**config.mk**
```make
export PLATFORM = sky130hd
export DESIGN_NAME = fetch_ctrl
export DESIGN_NICKNAME = d
export VERILOG_FILES = /design/src/rtl/fetch_ctrl_pkg.sv /design/src/rtl/fetch_ctrl_addr_map.sv /design/src/rtl/fetch_ctrl.sv
export SDC_FILE = /design/constraint.sdc
export NUM_CORES = 1
export LEC_CHECK = 0
export CAP_MARGIN = 10
export CORE_UTILIZATION = 46
export DETAILED_ROUTE_END_ITERATION = 16
export GPL_TIMING_DRIVEN = 0
export PLACE_DENSITY = 0.8
export RECOVER_POWER = 25
export SLEW_MARGIN = 10
export SYNTH_ARGS = -nofsm -noshare
export SYNTH_HDL_FRONTEND = slang
export SYNTH_SLANG_ARGS = --single-unit
```
**constraint.sdc**
```tcl
create_clock -name clk -period 2.5 [get_ports clk]
set_clock_uncertainty 0.15 [all_clocks]
set_input_delay 0.5 -clock clk [delete_from_list [all_inputs] [get_ports clk]]
set_output_delay 0.5 -clock clk [all_outputs]
set_load 0.1 [all_outputs]
```
**src/rtl/fetch_ctrl_pkg.sv**
```systemverilog
// Shared types and constants for the instruction fetch controller.
// Exception codes follow the MIPS Cause.ExcCode numbering.
package fetch_ctrl_pkg;

  localparam logic [4:0]  EC_NONE   = 5'd0;
  localparam logic [4:0]  EC_ADEL   = 5'd4;
  localparam logic [31:0] ZERO_WORD = 32'h0000_0000;

  typedef enum logic [1:0] {
    FS_REQ,
    FS_WAIT,
    FS_OUT,
    FS_DRAIN
  } fs_e;

  typedef struct packed {
    logic [31:0] pc;
    logic [31:0] inst;
    logic [4:0]  exc;
    logic [31:0] badvaddr;
  } id_ent_t;

endpackage

```
**src/rtl/fetch_ctrl_addr_map.sv**
```systemverilog
// Virtual to physical fetch address map (kseg0/kseg1 style)
// plus word-alignment flag for the current PC.
module fetch_ctrl_addr_map (
  input  logic [31:0] i_va,
  output logic [31:0] o_pa,
  output logic        o_aligned
);

  assign o_pa      = {3'b000, i_va[28:0]};
  assign o_aligned = (i_va[1:0] == 2'b00);

endmodule

```
**src/rtl/fetch_ctrl.sv**
```systemverilog
// Instruction fetch sequencer: owns the PC, drives a single
// outstanding req/gnt/rvalid bus and hands entries to ID.
module fetch_ctrl
  import fetch_ctrl_pkg::*;
#(
  parameter logic [31:0] RESET_PC = 32'hBFC0_0000,
  parameter logic [31:0] NOP_INST = 32'h0000_0000
) (
  input  logic        clk,
  input  logic        rst,
  input  logic        stall_i,
  input  logic        flush_i,
  input  logic [31:0] flush_pc_i,
  input  logic        branch_i,
  input  logic [31:0] branch_pc_i,
  output logic        ibus_req_o,
  output logic [31:0] ibus_addr_o,
  input  logic        ibus_gnt_i,
  input  logic        ibus_rvalid_i,
  input  logic [31:0] ibus_rdata_i,
  output logic        id_valid_o,
  output logic [31:0] id_pc_o,
  output logic [31:0] id_inst_o,
  output logic [4:0]  id_exc_code_o,
  output logic [31:0] id_badvaddr_o
);

  fs_e         r_state, w_state;
  logic [31:0] r_pc, w_pc;
  logic        r_br_pend, w_br_pend;
  logic [31:0] r_br_tgt, w_br_tgt;
  logic        r_valid, w_valid;
  id_ent_t     r_ent, w_ent;

  logic [31:0] w_pa;
  logic        w_aligned;
  logic        w_req;

  fetch_ctrl_addr_map u_map (
    .i_va      (r_pc),
    .o_pa      (w_pa),
    .o_aligned (w_aligned)
  );

  // Request is a pure function of state so it cannot glitch on gnt.
  assign w_req       = rst && (r_state == FS_REQ) && w_aligned;
  assign ibus_req_o  = w_req;
  assign ibus_addr_o = w_req ? w_pa : ZERO_WORD;

  always_comb begin
    w_state   = r_state;
    w_pc      = r_pc;
    w_br_pend = r_br_pend;
    w_br_tgt  = r_br_tgt;
    w_valid   = r_valid;
    w_ent     = r_ent;

    unique case (r_state)
      FS_REQ: begin
        if (!w_aligned) begin
          w_ent   = '{r_pc, NOP_INST, EC_ADEL, r_pc};
          w_valid = 1'b1;
          w_state = FS_OUT;
        end else if (ibus_gnt_i) begin
          w_state = FS_WAIT;
        end
      end
      FS_WAIT: begin
        if (ibus_rvalid_i) begin
          w_ent   = '{r_pc, ibus_rdata_i, EC_NONE, ZERO_WORD};
          w_valid = 1'b1;
          w_state = FS_OUT;
          if (r_br_pend) begin
            w_pc      = r_br_tgt;
            w_br_pend = 1'b0;
          end else begin
            w_pc = r_pc + 32'd4;
          end
        end
      end
      FS_OUT: begin
        if (!stall_i) begin
          w_valid = 1'b0;
          w_state = FS_REQ;
        end
      end
      FS_DRAIN: begin
        if (ibus_rvalid_i) w_state = FS_REQ;
      end
      default: w_state = FS_REQ;
    endcase

    if (branch_i && !flush_i) begin
      w_br_pend = 1'b1;
      w_br_tgt  = branch_pc_i;
    end

    // A granted or in-flight request must be drained before refetching.
    if (flush_i) begin
      w_pc      = flush_pc_i;
      w_br_pend = 1'b0;
      w_valid   = 1'b0;
      unique case (1'b1)
        (r_state == FS_WAIT):
          w_state = ibus_rvalid_i ? FS_REQ : FS_DRAIN;
        (r_state == FS_REQ):
          w_state = (w_req && ibus_gnt_i) ? FS_DRAIN : FS_REQ;
        (r_state == FS_DRAIN):
          w_state = ibus_rvalid_i ? FS_REQ : FS_DRAIN;
        default:
          w_state = FS_REQ;
      endcase
    end
  end

  always_ff @(posedge clk) begin
    if (!rst) begin
      r_state   <= FS_REQ;
      r_pc      <= RESET_PC;
      r_br_pend <= 1'b0;
      r_br_tgt  <= ZERO_WORD;
      r_valid   <= 1'b0;
      r_ent     <= '{ZERO_WORD, ZERO_WORD, EC_NONE, ZERO_WORD};
    end else begin
      r_state   <= w_state;
      r_pc      <= w_pc;
      r_br_pend <= w_br_pend;
      r_br_tgt  <= w_br_tgt;
      r_valid   <= w_valid;
      r_ent     <= w_ent;
    end
  end

  assign id_valid_o    = r_valid;
  assign id_pc_o       = r_ent.pc;
  assign id_inst_o     = r_ent.inst;
  assign id_exc_code_o = r_ent.exc;
  assign id_badvaddr_o = r_ent.badvaddr;

endmodule

```
**Word-level counts from Yosys, hierarchy flattened**

Cells that the tools add are included.

- Register bits after elaboration: 169
- Input port bits: 103
- Output and inout port bits: 135
- Logic and storage cells: 66

- Add/sub/neg operators: 1
- Equality and inequality tests: 10
- Muxes and demuxes: 25
- Bitwise operators: 1
- Reduce and logical (&&, ||, !) cells: 20

Operator list:

| kind | count |
|---|---|
| $mux 101 | 2 |
| $pmux 101 s2 | 1 |
| $mux 32 | 4 |
| $add 32x3->32 const B | 1 |
| $mux 29 | 1 |
| $mux 2 | 8 |
| $reduce_bool 2->1 | 5 |
| $ne 3x3->1 const B | 3 |
| $pmux 2 s4 | 1 |
| $reduce_and 4->1 | 2 |
| $mux 1 | 6 |
| $ne 2x2->1 const B | 3 |
| $eq 2x2->1 const B | 2 |
| $logic_and 1x1->1 | 4 |
| $logic_not 2->1 | 2 |
| $ne 4x4->1 const B | 1 |
| $pmux 2 s2 | 1 |
| $reduce_and 2->1 | 2 |
| $reduce_or 2->1 | 2 |
| $pmux 1 s3 | 1 |
| $reduce_and 3->1 | 1 |
| $reduce_bool 3->1 | 1 |
| $eq 2x1->1 const B | 1 |
| $logic_not 1->1 | 1 |
| $not 1->1 | 1 |

**Longest topological paths before layout**

Gate-level depths: netlist of run 1.

- Depth in word-level cells: 7
- Mapped depth: 8
- Gate-level depth less buffers: 6

**By module**

A second synthesis of run 1 with hierarchy kept.

- Cell total of the unflattened synthesis: 923
- Area, all modules: 7382.1 sq um

Modules (own cells, without submodules):

| module | times used | cells each | area an instance (sq um) | sequential area each (sq um) |
|---|---|---|---|---|
| fetch_ctrl | 1 | 889 | 7134.3 | 3303.2 |
| fetch_ctrl_addr_map | 1 | 34 | 247.7 | 0.0 |

**Least setup slack after synthesis of run 1**

No wires, ideal clock.

- Kind: register -> output
- Start point: register r_state[1]
- End point: output ibus_addr_o[19]
- Data arrival time: 2763 ps
- Required time: 1850 ps
- Setup slack: -913 ps
- Stages on the path, launching flop included: 7
- Path buffers: 3
- Path through: dfxtp_1 > clkbuf_1 > nor2_1 > and3_1 > clkbuf_1 > clkbuf_1 > and2_1

- Longest elaborated chain between the ends: 4

Ends and longest elaborated chain:

| what | RTL line | text |
|---|---|---|
| from (decl) | fetch_ctrl.sv:28 | `fs_e r_state, w_state;` |
| from (signal assigned) | fetch_ctrl.sv:125 | `r_state <= w_state;` |
| $logic_not 2->1 | fetch_ctrl.sv:46 | `assign w_req = rst && (r_state == FS_REQ) && w_aligned;` |
| $logic_and 1x1->1 (2 in a row) | fetch_ctrl.sv:46 |  |
| net ibus_req_o | fetch_ctrl.sv:16 | `output logic ibus_req_o,` |
| $mux 29 | fetch_ctrl.sv:48 | `assign ibus_addr_o = w_req ? w_pa : ZERO_WORD;` |
| to (decl) | fetch_ctrl.sv:17 | `output logic [31:0] ibus_addr_o,` |

The timed path passes the listed nets, and every way through them passes these cells.

**Final worst setup path of run 1**

- Start point: input rst
- End point: output ibus_addr_o[8]

- Longest elaborated chain between the ends: 3

Ends and longest elaborated chain:

| what | RTL line | text |
|---|---|---|
| from (decl) | fetch_ctrl.sv:10 | `input logic rst,` |
| $logic_and 1x1->1 (2 in a row) | fetch_ctrl.sv:46 |  |
| $mux 29 | fetch_ctrl.sv:48 |  |

Every way passes these cells.

==> results.ini, run 1 <==
[floorplanning]
dieHeight_um = 128
start_util = 0.476
dieArea_um2 = 16400
row_count = 45
fp.dieW_um = 128
io_pins = 238
core_area_um2 = 15400

[detailed_routing]
wl_um = 25700
ant_nets = 0
drtIter0Drc = 781
vias = 7813
firstDrtPassIters = 6
wl_per_cell_um = 18.6
viasPerCell = 5.65
drc_errors = 0

[sta]
timing_worst_slew_pin_value_ns = 1.01
fmax_ghz = 0.407
hold_violations = 0
rsz0062_at_grt = yes
timing.final.crit_period_ns = 2.46
finalMaxSlewViolations = 0
worst_slack_ns = 0.0441
finalCritPeriodShare = 0.982
hold-worst-slack_ns = 0.300
max_slew_margin = 0.332
setup_viol = 0

[placement]
port_buffers = 227
place_ws_ns = -1.60
placed_cells = 1350
place.detailed.hpwl_um = 18900
gp_congestion = 1.01

[cells_and_area]
area_growth_pct = 43.8
fin_nets = 1263
final_cells = 1382
drive_above_1_share = 0.108
final_core_util = 0.684
diodes = 0

[yosys]
synthArstFlopShare = 0
synth.most_common_cell = nand2_1
ys_types = 62
syn_area_um2 = 7310
ys.flop_type = dfxtp_1
synth_area_leaders = dfxtp_1 (45%), nand2_1 (8.6%), a22oi_1 (6.7%), a21boi_0 (4.9%), nor2_1 (4.7%)
synth_top_area_frac = 0.452
synth_top_cells_by_count = nand2_1 (167), dfxtp_1 (165), nor2_1 (91)
synth_edf_count = 0
yosysSeqAreaShare = 0.452
yosysTopAreaCell = dfxtp_1
yosysWarnings = 0
syn_inst = 904
ys_ff_latch = 165
avgSynthCellArea_um2 = 8.09

[outcome]
status = completed

[clock_tree]
cts_tree = yes
htree_levels = 4
cts_made_buffers = 17
insertion_delay_ns = 0.43
cts.sinks = 165
ctsHoldBuffers = 0
clockBufferDepth = 2
clk_pin_slew_ns = 0.06
root_buffer = clkbuf_16

[global_routing]
grt_use_total = 0.312
grt_pass1_vias = 7118
grt_max_degree = 17
antenna_found_initial = 0
grt_pass1_wl_um = 39000
grt-ovfl-total = 0

[power_and_ir_drop]
powerDensity_nw_per_um2 = 720
power_w = 0.00758
peakVddDrop_v = 0.000535
p_leak_nw = 4.43

[flow_run]
cap_violations = 0

[worst_setup_path]
cp-end-kind = output port
critPathLaunchType = input port
crit_chain = clkdlybuf4s15_1 > and3_4 > and2_1 > buf_2
arrival_ns = 1.81
required_ns = 1.85
crit_type = input port to output port
max_stage_delay_ns = 0.43
cp_top_family = buffers and inverters
crit_fanout = 7
cpMaxStageDelayCell = buf_2
crit_buf_inv = 2

[min_path]
hold_class = flop to flop

sequential cells by signal, indices dropped and copies added, names as in the netlist:
signal,count
id_badvaddr_o,32
id_exc_code_o,1
id_inst_o,32
id_pc_o,32
id_valid_o,1
r_br_pend,1
r_br_tgt,32
r_pc,32
r_state,2
final timing paths:
check                           startpoint        endpoint  slack, ns  cells after the start
worst min-delay path            id_pc_o[2]      id_pc_o[2]       0.30                      2
worst max-delay path                   rst  ibus_addr_o[8]       0.04                      4
worst max register to register    r_pc[13]        r_pc[23]       0.07                      5
worst min register to register  id_pc_o[2]      id_pc_o[2]       0.30                      2
what timing repair did:
| action | in CTS | in global routing |
|---|---|---|
| buffers inserted | 2 | 0 |
| gates cloned | 1 | 0 |
| endpoints found under the setup margin | 129 | 42 |
| pin swaps | 2 | 0 |
| gates resized for setup | 294 | 18 |
area by class of cell:
type                    instances  area, um^2
plain buffers                  89         409
clock buffers                  23         478
clock inverters                 8         148
fillers                      1317        4850
inverters                       6        22.5
multi-input cells             651        3700
flip-flops and latches        165        3310
well taps                     211         264
repair buffers                229        2200
worst register-to-register path, cell delays in order (launching register included):
cell,delay (ns)
dfxtp_1,0.56
nand4_1,0.44
nor4_4,0.48
nand4_1,0.20
xor2_1,0.20
o311ai_1,0.29
routing by layer:
| layer | wire length (um) | part of all wire | global-route usage | vias to the layer above |
|---|---|---|---|---|
| li1 | - | - | - | 3642 |
| met4 | 792 | 0.031 | 0.123 | 0 |
| met2 | 11800 | 0.46 | 0.500 | 474 |
| met5 | 0 | 0 | 0 | - |
| met3 | 2240 | 0.087 | 0.0555 | 76 |
| met1 | 10900 | 0.42 | 0.417 | 3621 |
cells in the final DEF (no fill, tap or decap), types with 6 or more instances in the layout:
master / instances
buf_2: 19
and2_2: 16
nor2_1: 89
a22oi_1: 65
nand3_1: 29
buf_8: 6
a21boi_0: 48
nor3_1: 10
conb_1: 9
o21ai_0: 24
buf_6: 12
dlygate4sd2_1: 98
a211oi_1: 6
buf_4: 15
and2_1: 9
dfxtp_1: 161
clkdlybuf4s50_1: 99
and3_1: 10
nand2_1: 167
clkbuf_1: 59
inv_1: 6
nand4_1: 9
a21oi_1: 50
clkbuf_16: 17
nor2b_1: 9
logic make-up after synthesis:
| kind of cell | Yosys count | synth area share |
|---|---|---|
| AND/OR/NAND/NOR | 386 | 0.244 |
| AO/OA/AOI/OAI | 239 | 0.225 |
| flip-flops | 165 | 0.452 |
| buffers and inverters | 97 | 0.0580 |
| XOR/XNOR | 9 | 0.0108 |
| multiplexers | 6 | 0.00838 |
| adder cells (fa/ha/maj) | 1 | 0.00171 |
| other | 1 | 0.000513 |
stage by stage:
| stage | area (um^2) | TNS (ns) |
|---|---|---|
| finish | 10500 | 0 |
| global route | 10500 | -0.0165 |
| detailed placement | 9910 | -58.21 |
| global placement | 9910 | -58.02 |
| floorplan | 7380 | 0 |
| CTS | 10500 | 0 |
report_power, final:
part / internal (W) / switching (W) / total (W)
Sequential: 0.00277 / 0.000124 / 0.00290
Clock: 0.00175 / 0.00107 / 0.00282
Combinational: 0.000499 / 0.00137 / 0.00186
Note: power is estimated with default switching activity, not from simulation.
==> run 2, diff against run 1 <==
--- a/config.mk
+++ b/config.mk
@@ -5,11 +5,13 @@
 export SDC_FILE = /design/constraint.sdc
 export NUM_CORES = 1
 export LEC_CHECK = 0
+export ABC_AREA = 1
+export ABC_CLOCK_PERIOD_IN_PS = 2500
 export CAP_MARGIN = 10
-export CORE_UTILIZATION = 46
+export CORE_UTILIZATION = 47
 export DETAILED_ROUTE_END_ITERATION = 16
 export GPL_TIMING_DRIVEN = 0
-export PLACE_DENSITY = 0.8
+export PLACE_DENSITY = 0.81
 export RECOVER_POWER = 25
 export SLEW_MARGIN = 10
 export SYNTH_ARGS = -nofsm -noshare
==> run 2 against run 1 <==
Effect of this change:
- the run now ends with setup timing left
- non-clock buffer count decreased by 6
- routed wire length increased by 6.1%
- largest power group unchanged
- final cell count increased by 14%
- sequential share of layout area decreased by 1.3 points
- final area increased by 4.2%
==> results.ini, run 2 <==
[yosys]
synth_edf_count = 0  ; unchanged
yosysTopAreaCell = dfxtp_1
syn_area_um2 = 7510  ; +2.7%
synth_top_cells_by_count = nand2_1 (244), nor2_1 (208), dfxtp_1 (165)
synth.most_common_cell = nand2_1
synth_area_leaders = dfxtp_1 (44%), nand2_1 (12%), nor2_1 (10%), a21oi_1 (7.3%), o21ai_0 (4.5%)
yosysSeqAreaShare = 0.440  ; -0.0120
ys_ff_latch = 165  ; unchanged
yosysWarnings = 0  ; unchanged
syn_inst = 1096  ; +21%
ys_types = 31  ; -50%
synth_top_area_frac = 0.440  ; -0.0120
synthArstFlopShare = 0  ; unchanged
avgSynthCellArea_um2 = 6.86  ; -15%
ys.flop_type = dfxtp_1

[power_and_ir_drop]
clockPowerShare = 0.338  ; -0.034
pwr-share-comb = 0.308  ; +0.062
seqPwrFrac = 0.354  ; -0.028
p_sw_frac = 0.383  ; +0.0445
powerDensity_nw_per_um2 = 771  ; +7.1%
peakVddDrop_v = 0.000507  ; -5.2%
power.switching_w = 0.00324  ; +26%
internal-power_w = 0.00522  ; +4.1%
p_leak_nw = 4.80  ; +8.3%

[min_path]
hold_path_depth = 2  ; unchanged
hold_class = input port to flop

[sta]
finalCritPeriodShare = 1.00  ; +0.0189
timing_worst_slew_pin_value_ns = 1.02  ; +0.0119 ns
setup_viol = 1  ; +1
worst_slack_ns = -0.00310  ; -0.0472 ns
hold-worst-slack_ns = 0.283  ; -0.0169 ns
timing.final.crit_period_ns = 2.50  ; +0.0472 ns
fmax_ghz = 0.400  ; -1.9%
finalMaxSlewViolations = 0  ; unchanged
max_slew_margin = 0.324  ; -0.00791
hold_violations = 0  ; unchanged

[clock_tree]
cts.sinks = 165  ; unchanged
htree_levels = 4  ; unchanged
cts_made_buffers = 17  ; unchanged
insertion_delay_ns = 0.43  ; about the same
ctsHoldBuffers = 0  ; unchanged
root_buffer = clkbuf_16
cts_tree = yes
clk_pin_slew_ns = 0.07  ; about the same
clockBufferDepth = 2  ; unchanged

[floorplanning]
io_pins = 238  ; unchanged
start_util = 0.487  ; +0.0112
dieArea_um2 = 16500  ; +0.52%
core_area_um2 = 15400  ; +0.37%
dieHeight_um = 128  ; +0.26%
fp.dieW_um = 128  ; +0.26%
row_count = 45  ; unchanged

[global_routing]
grt_max_degree = 17  ; unchanged
antenna_found_initial = 0  ; unchanged
grt_pass1_vias = 7928  ; +11%
grt-ovfl-total = 0  ; unchanged
grt_use_total = 0.329  ; +0.0173
grt_pass1_wl_um = 41200  ; +5.7%

[detailed_routing]
drc_errors = 0  ; unchanged
firstDrtPassIters = 8  ; +2
wl_um = 27300  ; +6.1%
viasPerCell = 5.39  ; -4.7%
wl_per_cell_um = 17.3  ; -7.1%
vias = 8504  ; +8.8%
drtIter0Drc = 856  ; +9.6%
ant_nets = 0  ; unchanged

[cells_and_area]
final_common_cell = nand2_1
diodes = 0  ; unchanged
fin_nets = 1459  ; +16%
drive_above_1_share = 0.113  ; +0.00412
final_cell_mix = nand2_1 (244), nor2_1 (187), dfxtp_1 (163), a21oi_1 (109), clkdlybuf4s50_1 (99)
area_growth_pct = 45.9
postLayoutCellArea_um2 = 11000  ; +4.2%
multiInputGateArea_um2 = 3790  ; +2.4%
final_core_util = 0.711  ; +0.0261
fillerInstances = 1352  ; +2.7%
seq_area_um2 = 3310  ; unchanged

[flow_run]
cap_violations = 0  ; unchanged

[worst_setup_path]
arrival_ns = 1.85  ; +0.04 ns
worst_r2r_path_depth = 10  ; +5
crit_type = flop to output port
required_ns = 1.85  ; about the same
cp-end-kind = output port
crit_fanout = 6  ; -1
critPathLaunchType = flop

[outcome]
status = finished with violations
violations = setup timing

[placement]
gp_congestion = 0.911  ; -9.5%
port_buffers = 227  ; unchanged
place.detailed.hpwl_um = 19700  ; +4.5%
place_area_um2 = 10200  ; +2.7%

run 2: changes by cell type in the layout (fill, tap and decap cells not counted), moves of 34 or more:
cell,previous run,this run
nor2_1,89,187
a21oi_1,50,109
a22oi_1,65,31
nand2_1,167,244
a21boi_0,48,0
inv_1,6,55
o21ai_0,24,69
run 2: critical path: stages, from the launching register on:
cell and delay (ns):
dfxtp_4 0.37, nor2_4 0.13, nand3_2 0.13, inv_4 0.12, nand2_8 0.10, clkbuf_16 0.21, nor2_4 0.16, buf_12 0.19
run 2: metrics by stage:
stage	cells	setup TNS, ns	total power (W)	setup WS, ns
3_5_place_dp	1542	-35.86	0.00558	-1.51
4_1_cts	1577	0	0.00838	0.000256
3_3_place_gp	1542	-36.55	0.00556	-1.56
6_report	1579	-0.00310	0.00846	-0.00310
5_1_grt	1579	-0.0670	0.00872	-0.0294
2_1_floorplan	1104	-6.53	0.00484	-0.372
run 2: kinds of logic (layout without fill, tap and decap cells):
kind of cell	Yosys count	after routing	synth area share
AND/OR/NAND/NOR	541	542	0.294
adder cells (fa/ha/maj)	1	1	0.00167
other	1	9	0.000499
flip-flops	165	165	0.440
AO/OA/AOI/OAI	235	235	0.172
XOR/XNOR	9	9	0.0105
buffers and inverters	144	407	0.0816
run 2: layout make-up:
type | count | area share
multi-input cells | 796 | 0.345
repair buffers | 231 | 0.212
inverters | 63 | 0.0218
flip-flops and latches | 165 | 0.302
well taps | 211 | 0.0241
plain buffers | 81 | 0.0380
clock buffers | 22 | 0.0423
clock inverters | 10 | 0.0151
run 2: power by group through the flow:
stage          clock [W]  sequential [W]  combinational (W)
5_1_grt          0.00296         0.00301            0.00274
3_5_place_dp           0         0.00305            0.00253
3_3_place_gp           0         0.00304            0.00252
4_1_cts          0.00284         0.00299            0.00255
2_1_floorplan          0         0.00380            0.00104
6_report         0.00286         0.00300            0.00261
run 2: what timing repair did:
action / CTS / global route
gates cloned: 3 / 0
setup buffers: 0 / 2
gates resized for setup: 321 / 24
pin swaps: 0 / 2
endpoints found under the setup margin: 126 / 27
run 2: worst paths after layout:
check | endpoint | slack (ns) | from
worst min register to register | id_badvaddr_o[7] | 0.31 | id_badvaddr_o[7]
worst max register to register | r_pc[13] | 0.21 | r_state[0]
worst max-delay path | ibus_addr_o[27] | -0.003 | r_pc[0]
worst min-delay path | r_pc[12] | 0.28 | rst
run 2: metal layers:
| metal | share of wire | wire length (um) | up-vias | global-route usage |
|---|---|---|---|---|
| li1 | - | - | 4064 | - |
| met1 | 0.41 | 11100 | 3875 | 0.410 |
| met2 | 0.47 | 12700 | 486 | 0.543 |
| met3 | 0.093 | 2550 | 79 | 0.0736 |
| met4 | 0.035 | 951 | 0 | 0.153 |
| met5 | 0 | 0 | - | 0 |
